<file path="config.mk">
export PLATFORM = sky130hd
export DESIGN_NAME = fpu_int_to_float_seq
export DESIGN_NICKNAME = d
export VERILOG_FILES = /design/src/rtl/fpu_int_to_float_seq.sv
export SDC_FILE = /design/constraint.sdc
export NUM_CORES = 1
export LEC_CHECK = 0
export ABC_CLOCK_PERIOD_IN_PS = 3350
export CAP_MARGIN = 0
export CORE_UTILIZATION = 47
export DETAILED_ROUTE_END_ITERATION = 16
export PLACE_DENSITY = 0.7
export SYNTH_ARGS = -nofsm -noshare
export SYNTH_HDL_FRONTEND = slang
export SYNTH_SLANG_ARGS = --single-unit
</file>
<file path="constraint.sdc">
create_clock -name clk -period 3.35 [get_ports clk]
set_input_delay 0.5025 -clock clk [delete_from_list [all_inputs] [get_ports clk]]
set_output_delay 0.5025 -clock clk [all_outputs]
set_load 0.05 [all_outputs]
</file>
<file path="src/rtl/fpu_int_to_float_seq.sv">
//==============================================================================
// Module      : fpu_int_to_float_seq
// Description : Multi-cycle int32/uint32 to IEEE-754 single-precision converter
//               (FCVT.S.W / FCVT.S.WU). The magnitude is normalised with coarse
//               then single-bit left shifts, one per cycle. It is then rounded
//               with the shared G/R/S rules. Valid/ready on both sides, and
//               only one conversion is in flight at a time.
// Revision    : 1.0 - initial release
//==============================================================================
`default_nettype none

module fpu_int_to_float_seq #(
    parameter int BIAS         = 127,
    parameter int COARSE_SHIFT = 4
) (
    input  logic        clk,
    input  logic        rst,
    input  logic        in_valid,
    output logic        in_ready,
    input  logic [31:0] in_int,
    input  logic [2:0]  in_rm,
    input  logic        in_signed,
    output logic        out_valid,
    input  logic        out_ready,
    output logic [31:0] out_float,
    output logic        out_inexact_flag
);

    typedef enum logic [1:0] {
        IDLE  = 2'd0,
        NORM  = 2'd1,
        ROUND = 2'd2,
        DONE  = 2'd3
    } state_t;

    // Exponent of a magnitude whose leading one sits in bit 31.
    localparam logic [7:0] c_EXP_INIT = 8'(BIAS + 31);
    localparam logic [7:0] c_COARSE   = 8'(COARSE_SHIFT);

    localparam logic [2:0] c_RM_RNE = 3'b000;
    localparam logic [2:0] c_RM_RTZ = 3'b001;
    localparam logic [2:0] c_RM_RDN = 3'b010;
    localparam logic [2:0] c_RM_RUP = 3'b011;
    localparam logic [2:0] c_RM_RMM = 3'b100;

    state_t      r_state;
    logic [31:0] r_mag;
    logic [7:0]  r_exp;
    logic        r_sign;
    logic [2:0]  r_rm;

    logic        w_neg;
    logic [31:0] w_mag;
    logic        w_coarse_zero;
    logic [22:0] w_frac;
    logic        w_g;
    logic        w_r;
    logic        w_s;
    logic        w_grs;
    logic        w_inc;
    logic [23:0] w_sum;

    // Operand magnitude; the two's complement of 0x80000000 is itself, which is
    // exactly the unsigned magnitude 2^31.
    assign w_neg = in_signed & in_int[31];
    assign w_mag = w_neg ? (~in_int + 32'd1) : in_int;

    // A coarse step is taken only while the whole top group is clear, so the
    // leading one can never be shifted out.
    assign w_coarse_zero = (r_mag[31 -: COARSE_SHIFT] == '0);

    assign w_frac = r_mag[30:8];
    assign w_g    = r_mag[7];
    assign w_r    = r_mag[6];
    assign w_s    = |r_mag[5:0];
    assign w_grs  = w_g | w_r | w_s;

    // Round-increment decision; reserved modes truncate.
    always_comb begin
        w_inc = 1'b0;
        case (r_rm)
            c_RM_RNE: w_inc = w_g & (w_r | w_s | w_frac[0]);
            c_RM_RTZ: w_inc = 1'b0;
            c_RM_RDN: w_inc = w_grs & r_sign;
            c_RM_RUP: w_inc = w_grs & ~r_sign;
            c_RM_RMM: w_inc = w_g;
            default:  w_inc = 1'b0;
        endcase
    end

    // On mantissa carry the low 23 bits of the sum are already zero.
    assign w_sum = {1'b0, w_frac} + {23'd0, w_inc};

    // Control FSM with datapath and registered handshake outputs.
    always_ff @(posedge clk or posedge rst) begin
        if (rst) begin
            r_state          <= IDLE;
            r_mag            <= '0;
            r_exp            <= '0;
            r_sign           <= 1'b0;
            r_rm             <= '0;
            in_ready         <= 1'b1;
            out_valid        <= 1'b0;
            out_float        <= '0;
            out_inexact_flag <= 1'b0;
        end else begin
            case (r_state)
                IDLE: begin
                    if (in_valid) begin
                        r_rm     <= in_rm;
                        r_sign   <= w_neg;
                        r_mag    <= w_mag;
                        r_exp    <= c_EXP_INIT;
                        in_ready <= 1'b0;
                        if (w_mag == 32'd0) begin
                            out_float        <= '0;
                            out_inexact_flag <= 1'b0;
                            r_state          <= DONE;
                        end else begin
                            r_state <= NORM;
                        end
                    end
                end
                NORM: begin
                    if (w_coarse_zero) begin
                        r_mag <= r_mag << COARSE_SHIFT;
                        r_exp <= r_exp - c_COARSE;
                    end else if (!r_mag[31]) begin
                        r_mag <= r_mag << 1;
                        r_exp <= r_exp - 8'd1;
                    end else begin
                        r_state <= ROUND;
                    end
                end
                ROUND: begin
                    out_float        <= {r_sign, (w_sum[23] ? r_exp + 8'd1 : r_exp), w_sum[22:0]};
                    out_inexact_flag <= w_grs;
                    out_valid        <= 1'b1;
                    r_state          <= DONE;
                end
                DONE: begin
                    // The zero path enters DONE without out_valid and raises it here.
                    if (!out_valid) begin
                        out_valid <= 1'b1;
                    end else if (out_ready) begin
                        out_valid <= 1'b0;
                        in_ready  <= 1'b1;
                        r_state   <= IDLE;
                    end
                end
                default: begin
                    r_state <= IDLE;
                end
            endcase
        end
    end

endmodule

`default_nettype wire

</file>
==> results.ini, run 1 <==
[placement]
finalWeightedCongestion = 0.926
portBuffers = 74
dpl_cell_area_um2 = 7440
place_ws_ns = -0.548
dpl.hpwl_mm = 12.8

[global_route]
track_usage = 0.288
antenna_found_initial = 0
grt_max_degree = 67
gr-total-overflow = 0
grt_pass1_wl_mm = 29.4
grt_pass1_vias = 5787

[synthesis]
ys_ff_latch = 81
synth-async-reset-ratio = 1.00
synthesis.nets = 733
ys.flop_type = dfrtp_1
synth_edf_count = 0
syn_inst = 681
synth_cell_types = 69
syn_area_um2 = 5860
avgSynthCellArea_um2 = 8.60
ys_seq_area_frac = 0.346
yosys_warnings = 0

[die]
start_util = 0.485
core.rowCount = 40
core_area_um2 = 12100
ios = 75
die_h_um = 114
die_area_um2 = 12900
die_width_um = 114

[timing]
drv_slew = 0
layout_min_cycle_time_ns = 3.24
worst_hold_slack_ns = 0.449
setup_ws_ns = 0.107
finalSetupViolations = 0
fin_crit_sh = 0.968
worstMarginPinSlew_ns = 0.668
maxSlewHeadroom = 0.554
tns_ns = 0
max_freq_mhz = 308
finClkSkew_ns = 0.00487
timing_hold_violations_final = 0

[clock_network]
cts_root_buf = clkbuf_16
cts_hold_buf = 0
path_clk_slew_ns = 0.06
clock_path_buffers = 2
clock_latency_ns = 0.34
cts.sinks = 81
tritoncts = done
numCtsBuffers = 9
htreeDepth = 3

[detailed_routing]
first_pass_iters = 7
drt_iter0_markers = 398
via_per_inst = 5.92
wirelength_mm = 17.9
routed-via-count = 5988
drcViolationCount = 0
ant_nets = 0
wl_per_cell_um = 17.7

[final_layout]
final_nets = 890
design_area_um2 = 8080
drive_gt1_frac = 0.246
diodes = 0
areaGrowthSynthToFinish_pct = 38.0

[critical_path]
cp-end-kind = register
worstSetupPathType = input pin to register
worst_ep_arrival_time_ns = 3.45
crit_fanout = 5
required_ns = 3.55
start_kind = input pin

[flow_run]
drv_cap = 0

[pwr]
power_leakage_nw = 3.32
power_density_nw_per_um2 = 756
p_total_mw = 6.11
vdd_drop_max_uv = 312

[hold_path]
hold_path_class = input pin to async pin

[run_status]
status = completed

-- cell families (layout without fill, tap and decap cells) --
group,Yosys count,count (layout),share of synthesized area
AOI/OAI and AO/OA,187,187,0.244
xor gates and xnor gates,61,61,0.0912
adders and majority gates,12,12,0.0256
buffers and inverters,82,244,0.0630
DFF,81,81,0.346
muxes,5,5,0.00919
and+or+nand+nor,253,253,0.220
-- through the flow --
step / util / std cells
global route: 0.670 / 1011
detailed placement: 0.616 / 978
finish: 0.670 / 1011
global placement: 0.616 / 978
floorplan: - / 681
CTS: 0.663 / 1009
-- sequential cells by signal (all words and copies together) (netlist names) --
| register | flops |
|---|---|
| in_ready | 1 |
| out_float | 32 |
| out_inexact_flag | 1 |
| out_valid | 1 |
| r_exp | 8 |
| r_mag | 32 |
| r_rm | 3 |
| r_sign | 1 |
| r_state | 2 |
-- where the power goes --
group          internal [mW]  switching, mW
clock network          0.660          0.417
registers               1.40          0.475
logic                   1.23           1.92
total                   3.29           2.82
-- metal layers --
metal | vias to the layer above | track usage | routed length, µm
li1 | 2835 | - | -
met1 | 2880 | 0.360 | 7710
met2 | 229 | 0.500 | 8850
met3 | 44 | 0.0441 | 826
met4 | 0 | 0.115 | 530
met5 | - | 0 | 0
-- cell usage after synthesis, drive strengths merged, types with 3 or more instances --
cell type / instances / area share
dfrtp: 80 / 0.34
a222oi: 15 / 0.026
o2111ai: 3 / 0.0045
and2: 6 / 0.0064
nor2: 45 / 0.029
xnor2: 37 / 0.055
o31ai: 3 / 0.0038
nor3: 24 / 0.021
a31oi: 11 / 0.012
ha: 12 / 0.026
or3: 5 / 0.0053
inv: 22 / 0.014
nor2b: 5 / 0.0053
a22oi: 4 / 0.0051
clkbuf: 48 / 0.031
xor2: 24 / 0.036
a21oi: 16 / 0.014
nand2: 89 / 0.057
o21ai: 49 / 0.042
or4: 3 / 0.0045
buf: 12 / 0.018
a21o: 4 / 0.0051
nand2b: 4 / 0.0043
mux2: 3 / 0.0058
a221oi: 8 / 0.012
nor4: 16 / 0.022
and3: 6 / 0.0064
or2: 3 / 0.0032
a311oi: 3 / 0.0045
nand3: 16 / 0.014
nand4: 15 / 0.016
and4: 3 / 0.0045
o211ai: 5 / 0.0064
a211oi: 6 / 0.0077
nand4b: 5 / 0.0075
a41oi: 3 / 0.0058
o22ai: 33 / 0.060
o41ai: 4 / 0.0060
-- layout make-up --
cell class,count,area [µm²]
Clock buffer,9,225
Clock inverter,7,101
Fill cell,973,3980
Inverter,22,82.6
Multi-Input combinational cell,518,3580
Sequential cell,81,2030
Tap cell,168,210
Timing Repair Buffer,206,1860
-- timing repair --
| item | CTS | global route |
|---|---|---|
| setup buffers | 12 | 2 |
| gates resized for setup | 27 | 16 |
| setup endpoints to repair | 33 | 33 |
| pin swaps | 11 | 11 |
| cloned | 3 | 0 |
-- worst paths after layout --
kind                            startpoint             to  slack (ns)  cells past startpoint
worst max-delay path             in_int[3]  out_float[17]        0.11                     12
worst min-delay path                   rst  out_float[14]        0.45                      2
worst max register to register    r_mag[3]  out_float[24]        0.16                     14
worst min register to register   out_valid      out_valid        0.54                      1
max in group asynchronous              rst       in_ready        2.21                      3
min in group clk                 out_valid      out_valid        0.54                      1
-- layout by cell type, fill, tap and decap left out, types with 4 or more instances in the layout --
| master | instances |
|---|---|
| ha_1 | 11 |
| a22oi_1 | 4 |
| a21o_1 | 4 |
| a211oi_1 | 6 |
| a222oi_1 | 15 |
| nand2_1 | 89 |
| nor4_1 | 10 |
| dfrtp_1 | 80 |
| clkdlybuf4s50_1 | 61 |
| o22ai_1 | 10 |
| and3_1 | 6 |
| o22ai_2 | 23 |
| buf_12 | 6 |
| a31oi_1 | 10 |
| nor2_1 | 45 |
| and2_1 | 5 |
| a21oi_1 | 16 |
| o211ai_1 | 5 |
| clkbuf_16 | 9 |
| nand2b_1 | 4 |
| dlygate4sd2_1 | 10 |
| xor2_1 | 24 |
| nor3_1 | 21 |
| nand4b_1 | 5 |
| inv_1 | 21 |
| nand3_1 | 15 |
| nand4_1 | 15 |
| o21ai_0 | 49 |
| a221oi_1 | 8 |
| buf_4 | 122 |
| nor2b_1 | 5 |
| xnor2_1 | 37 |
-- worst max-delay path, stage by stage --
cell and delay, ns:
clkdlybuf4s15_1 0.23, or4_4 0.56, nor4b_4 0.37, a41oi_2 0.17, or3_4 0.40, a221o_1 0.37, nor4_4 0.18, and2_4 0.25
buf_12 0.12, buf_12 0.09, buf_12 0.11, o22ai_2 0.10
No activity file was read; power rests on OpenSTA's default activity.
==> run 2, diff against run 1 <==
--- a/config.mk
+++ b/config.mk
@@ -9,6 +9,8 @@
 export CAP_MARGIN = 0
 export CORE_UTILIZATION = 47
 export DETAILED_ROUTE_END_ITERATION = 16
+export GPL_TIMING_DRIVEN = 0
+export MAX_ROUTING_LAYER = met4
 export PLACE_DENSITY = 0.7
 export SYNTH_ARGS = -nofsm -noshare
 export SYNTH_HDL_FRONTEND = slang
==> constraint.sdc (replaced) <==
create_clock -name clk -period 3.35 [get_ports clk]
set_input_delay 0.5025 -clock clk [delete_from_list [all_inputs] [get_ports clk]]
set_output_delay 0.5025 -clock clk [all_outputs]
set_load 0.02 [all_outputs]
==> run 2 against run 1 <==
First-iteration DRC count up 35%. Flip-flop and latch count unchanged. Wire length down 2.8%. Total power shrank 7.1%. Hold slack worse by 0.022 ns. Via count fell by 3.6%. Register-to-register slack worse by 0.05 ns. Worst setup slack got worse by 0.072 ns. Largest cell class unchanged. Highest routed layer unchanged.
==> results.ini, run 2 (synthesized netlist as in run 1, its figures left out) <==
[die]
core_area_um2 = 12100  ; unchanged
start_util = 0.485  ; unchanged
ios = 75  ; unchanged
die_h_um = 114  ; unchanged
core.rowCount = 40  ; unchanged
die_area_um2 = 12900  ; unchanged
die_width_um = 114  ; unchanged

[pwr]
power_leakage_nw = 2.93  ; was 3.32 nW
power_density_nw_per_um2 = 751  ; was 756 nW/µm²
vdd_drop_max_uv = 296  ; was 312 µV
p_total_mw = 5.67  ; was 6.11 mW

[placement]
place_ws_ns = -1.50  ; was -0.548 ns
dpl.hpwl_mm = 12.8  ; about the same
portBuffers = 58  ; was 74
dpl_cell_area_um2 = 6680  ; was 7440 µm²
finalWeightedCongestion = 0.913  ; was 0.926

[final_layout]
reg_top3 = out_float x32, r_mag x32, r_exp x8  ; unchanged
drive_gt1_frac = 0.176  ; was 0.246
diodes = 0  ; unchanged
multi_input_area_um2 = 3770  ; was 3580 µm²
design_area_um2 = 7550  ; was 8080 µm²
areaGrowthSynthToFinish_pct = 29.0  ; was 38.0%
final_nets = 824  ; was 890
final_cell_mix = nand2_1 (88), dfrtp_1 (80), o21ai_0 (49), clkdlybuf4s50_1 (48), clkbuf_1 (44)  ; was buf_4 (122), nand2_1 (89), dfrtp_1 (80), clkdlybuf4s50_1 (61), o21ai_0 (49)
regArea_um2 = 2030  ; unchanged
final_common_cell = nand2_1  ; was buf_4
fill_cells = 1041  ; was 973

[timing]
fin_crit_sh = 0.989  ; was 0.968
worst_hold_slack_ns = 0.427  ; was 0.449 ns
maxSlewHeadroom = 0.465  ; was 0.554
setup_ws_ns = 0.0355  ; was 0.107 ns
tns_ns = 0  ; unchanged
finClkSkew_ns = 0.00415  ; was 0.00487 ns
layout_min_cycle_time_ns = 3.31  ; was 3.24 ns
finalSetupViolations = 0  ; unchanged
timing_hold_violations_final = 0  ; unchanged
max_freq_mhz = 302  ; was 308 MHz
drv_slew = 0  ; unchanged
worstMarginPinSlew_ns = 0.796  ; was 0.668 ns

[global_route]
met3_usage = 0.0367  ; was 0.0441
use_met2 = 0.463  ; was 0.500
track_usage = 0.284  ; was 0.288
grt_pass1_wl_mm = 27.9  ; was 29.4 mm
grt_pass1_vias = 5460  ; was 5,787
busiest_layer = met2  ; unchanged
antenna_found_initial = 0  ; unchanged
use_met1 = 0.357  ; was 0.360
grt_max_degree = 72  ; was 67
gr-total-overflow = 0  ; unchanged

[detailed_routing]
via_per_inst = 6.11  ; was 5.92
routed-via-count = 5773  ; was 5,988
wirelength_mm = 17.4  ; was 17.9 mm
wl_per_cell_um = 18.4  ; was 17.7 µm
drcViolationCount = 0  ; unchanged
first_pass_iters = 8  ; was 7
ant_nets = 0  ; unchanged
drt_iter0_markers = 537  ; was 398

[clock_network]
path_clk_slew_ns = 0.06  ; about the same
htreeDepth = 3  ; unchanged
cts_root_buf = clkbuf_16  ; unchanged
numCtsBuffers = 9  ; unchanged
clock_latency_ns = 0.34  ; about the same
tritoncts = done  ; unchanged
cts_hold_buf = 0  ; unchanged
clock_path_buffers = 2  ; unchanged
cts.sinks = 81  ; unchanged

[critical_path]
path_cells = dlygate4sd2_1 > nor4_4 > nor4b_4 > buf_4 > a41oi_4 > or3_4 > a221o_1 > nor4_4 > and2_4 > buf_12 > buf_12 > o22ai_2  ; was clkdlybuf4s15_1 > or4_4 > nor4b_4 > a41oi_2 > or3_4 > a221o_1 > nor4_4 > and2_4 > buf_12 > buf_12 > buf_12 > o22ai_2
slowest_stage = or3_4  ; was or4_4
slowest_delay_ns = 0.42  ; was 0.56 ns
crit_fanout = 10  ; was 5
cp-end-kind = register  ; unchanged
worst_ep_arrival_time_ns = 3.53  ; was 3.45 ns
required_ns = 3.56  ; was 3.55 ns
path_delay_family = simple AND/OR/NAND/NOR gates  ; unchanged
worstSetupPathType = input pin to register  ; unchanged
cp_num_buf_inv = 4  ; unchanged
start_kind = input pin  ; unchanged

[flow_run]
drv_cap = 0  ; unchanged

[run_status]
status = completed  ; unchanged

[hold_path]
hold_path_class = input pin to async pin  ; unchanged

==> run 2: cell count changes in the layout (fill, tap and decap cells not counted), sizes merged <==
cell           delta
dlygate4sd2       -4
clkinv            +2
clkdlybuf4s50    -13
buf              -97
dlymetal6s2s      +1
clkdlybuf4s15     -1
inv               -3
clkbuf           +50
clkinvlp          -1
==> run 2: per-stage QoR <==
stage / cells / util
final: 945 / 0.626
after global routing: 945 / 0.626
after CTS: 939 / 0.609
after detailed placement: 908 / 0.554
after global placement: 907 / 0.551
after floorplan: 681 / -
==> run 2: cell type report <==
type	count	share of cell area
flip-flops and latches	81	0.269
clock inverters	5	0.0103
multi-input cells	518	0.499
plain buffers	57	0.0379
clock buffers	11	0.0335
well taps	168	0.0278
inverters	22	0.0113
repair buffers	83	0.111
==> run 2: final timing paths <==
path | depth (start not counted) | from | slack [ns] | end
worst max-delay path | 12 | in_int[10] | 0.04 | out_float[23]
worst min-delay path | 2 | rst | 0.43 | out_float[2]
worst max register to register | 13 | r_mag[3] | 0.11 | out_float[24]
worst min register to register | 2 | in_ready | 0.54 | in_ready
max in group asynchronous | 3 | rst | 2.31 | in_ready
min in group clk | 2 | in_int[0] | 0.50 | r_mag[0]
==> run 2: per-layer routing <==
metal,part of all wire,up-vias
met5,0,-
met4,0.021,0
met1,0.43,2803
li1,-,2702
met2,0.49,239
met3,0.053,29
==> run 2: power breakdown <==
group	switching [mW]	internal (mW)	leakage, nW
Combinational	1.60	1.17	1.77
Clock	0.388	0.690	0.162
Sequential	0.421	1.40	0.993
Total	2.41	3.26	2.93
==> run 2: what timing repair did <==
action | in CTS | in global routing
setup buffers | 15 | 7
pin swaps | 11 | 15
gates resized for setup | 55 | 32
setup endpoints to repair | 39 | 38
gates cloned | 2 | 0
==> run 3, diff against run 2 <==
--- a/config.mk
+++ b/config.mk
@@ -5,7 +5,6 @@
 export SDC_FILE = /design/constraint.sdc
 export NUM_CORES = 1
 export LEC_CHECK = 0
-export ABC_CLOCK_PERIOD_IN_PS = 3350
 export CAP_MARGIN = 0
 export CORE_UTILIZATION = 47
 export DETAILED_ROUTE_END_ITERATION = 16
==> results of run 3 <==
Final layout, timing and power as in run 2 (identical DEF).
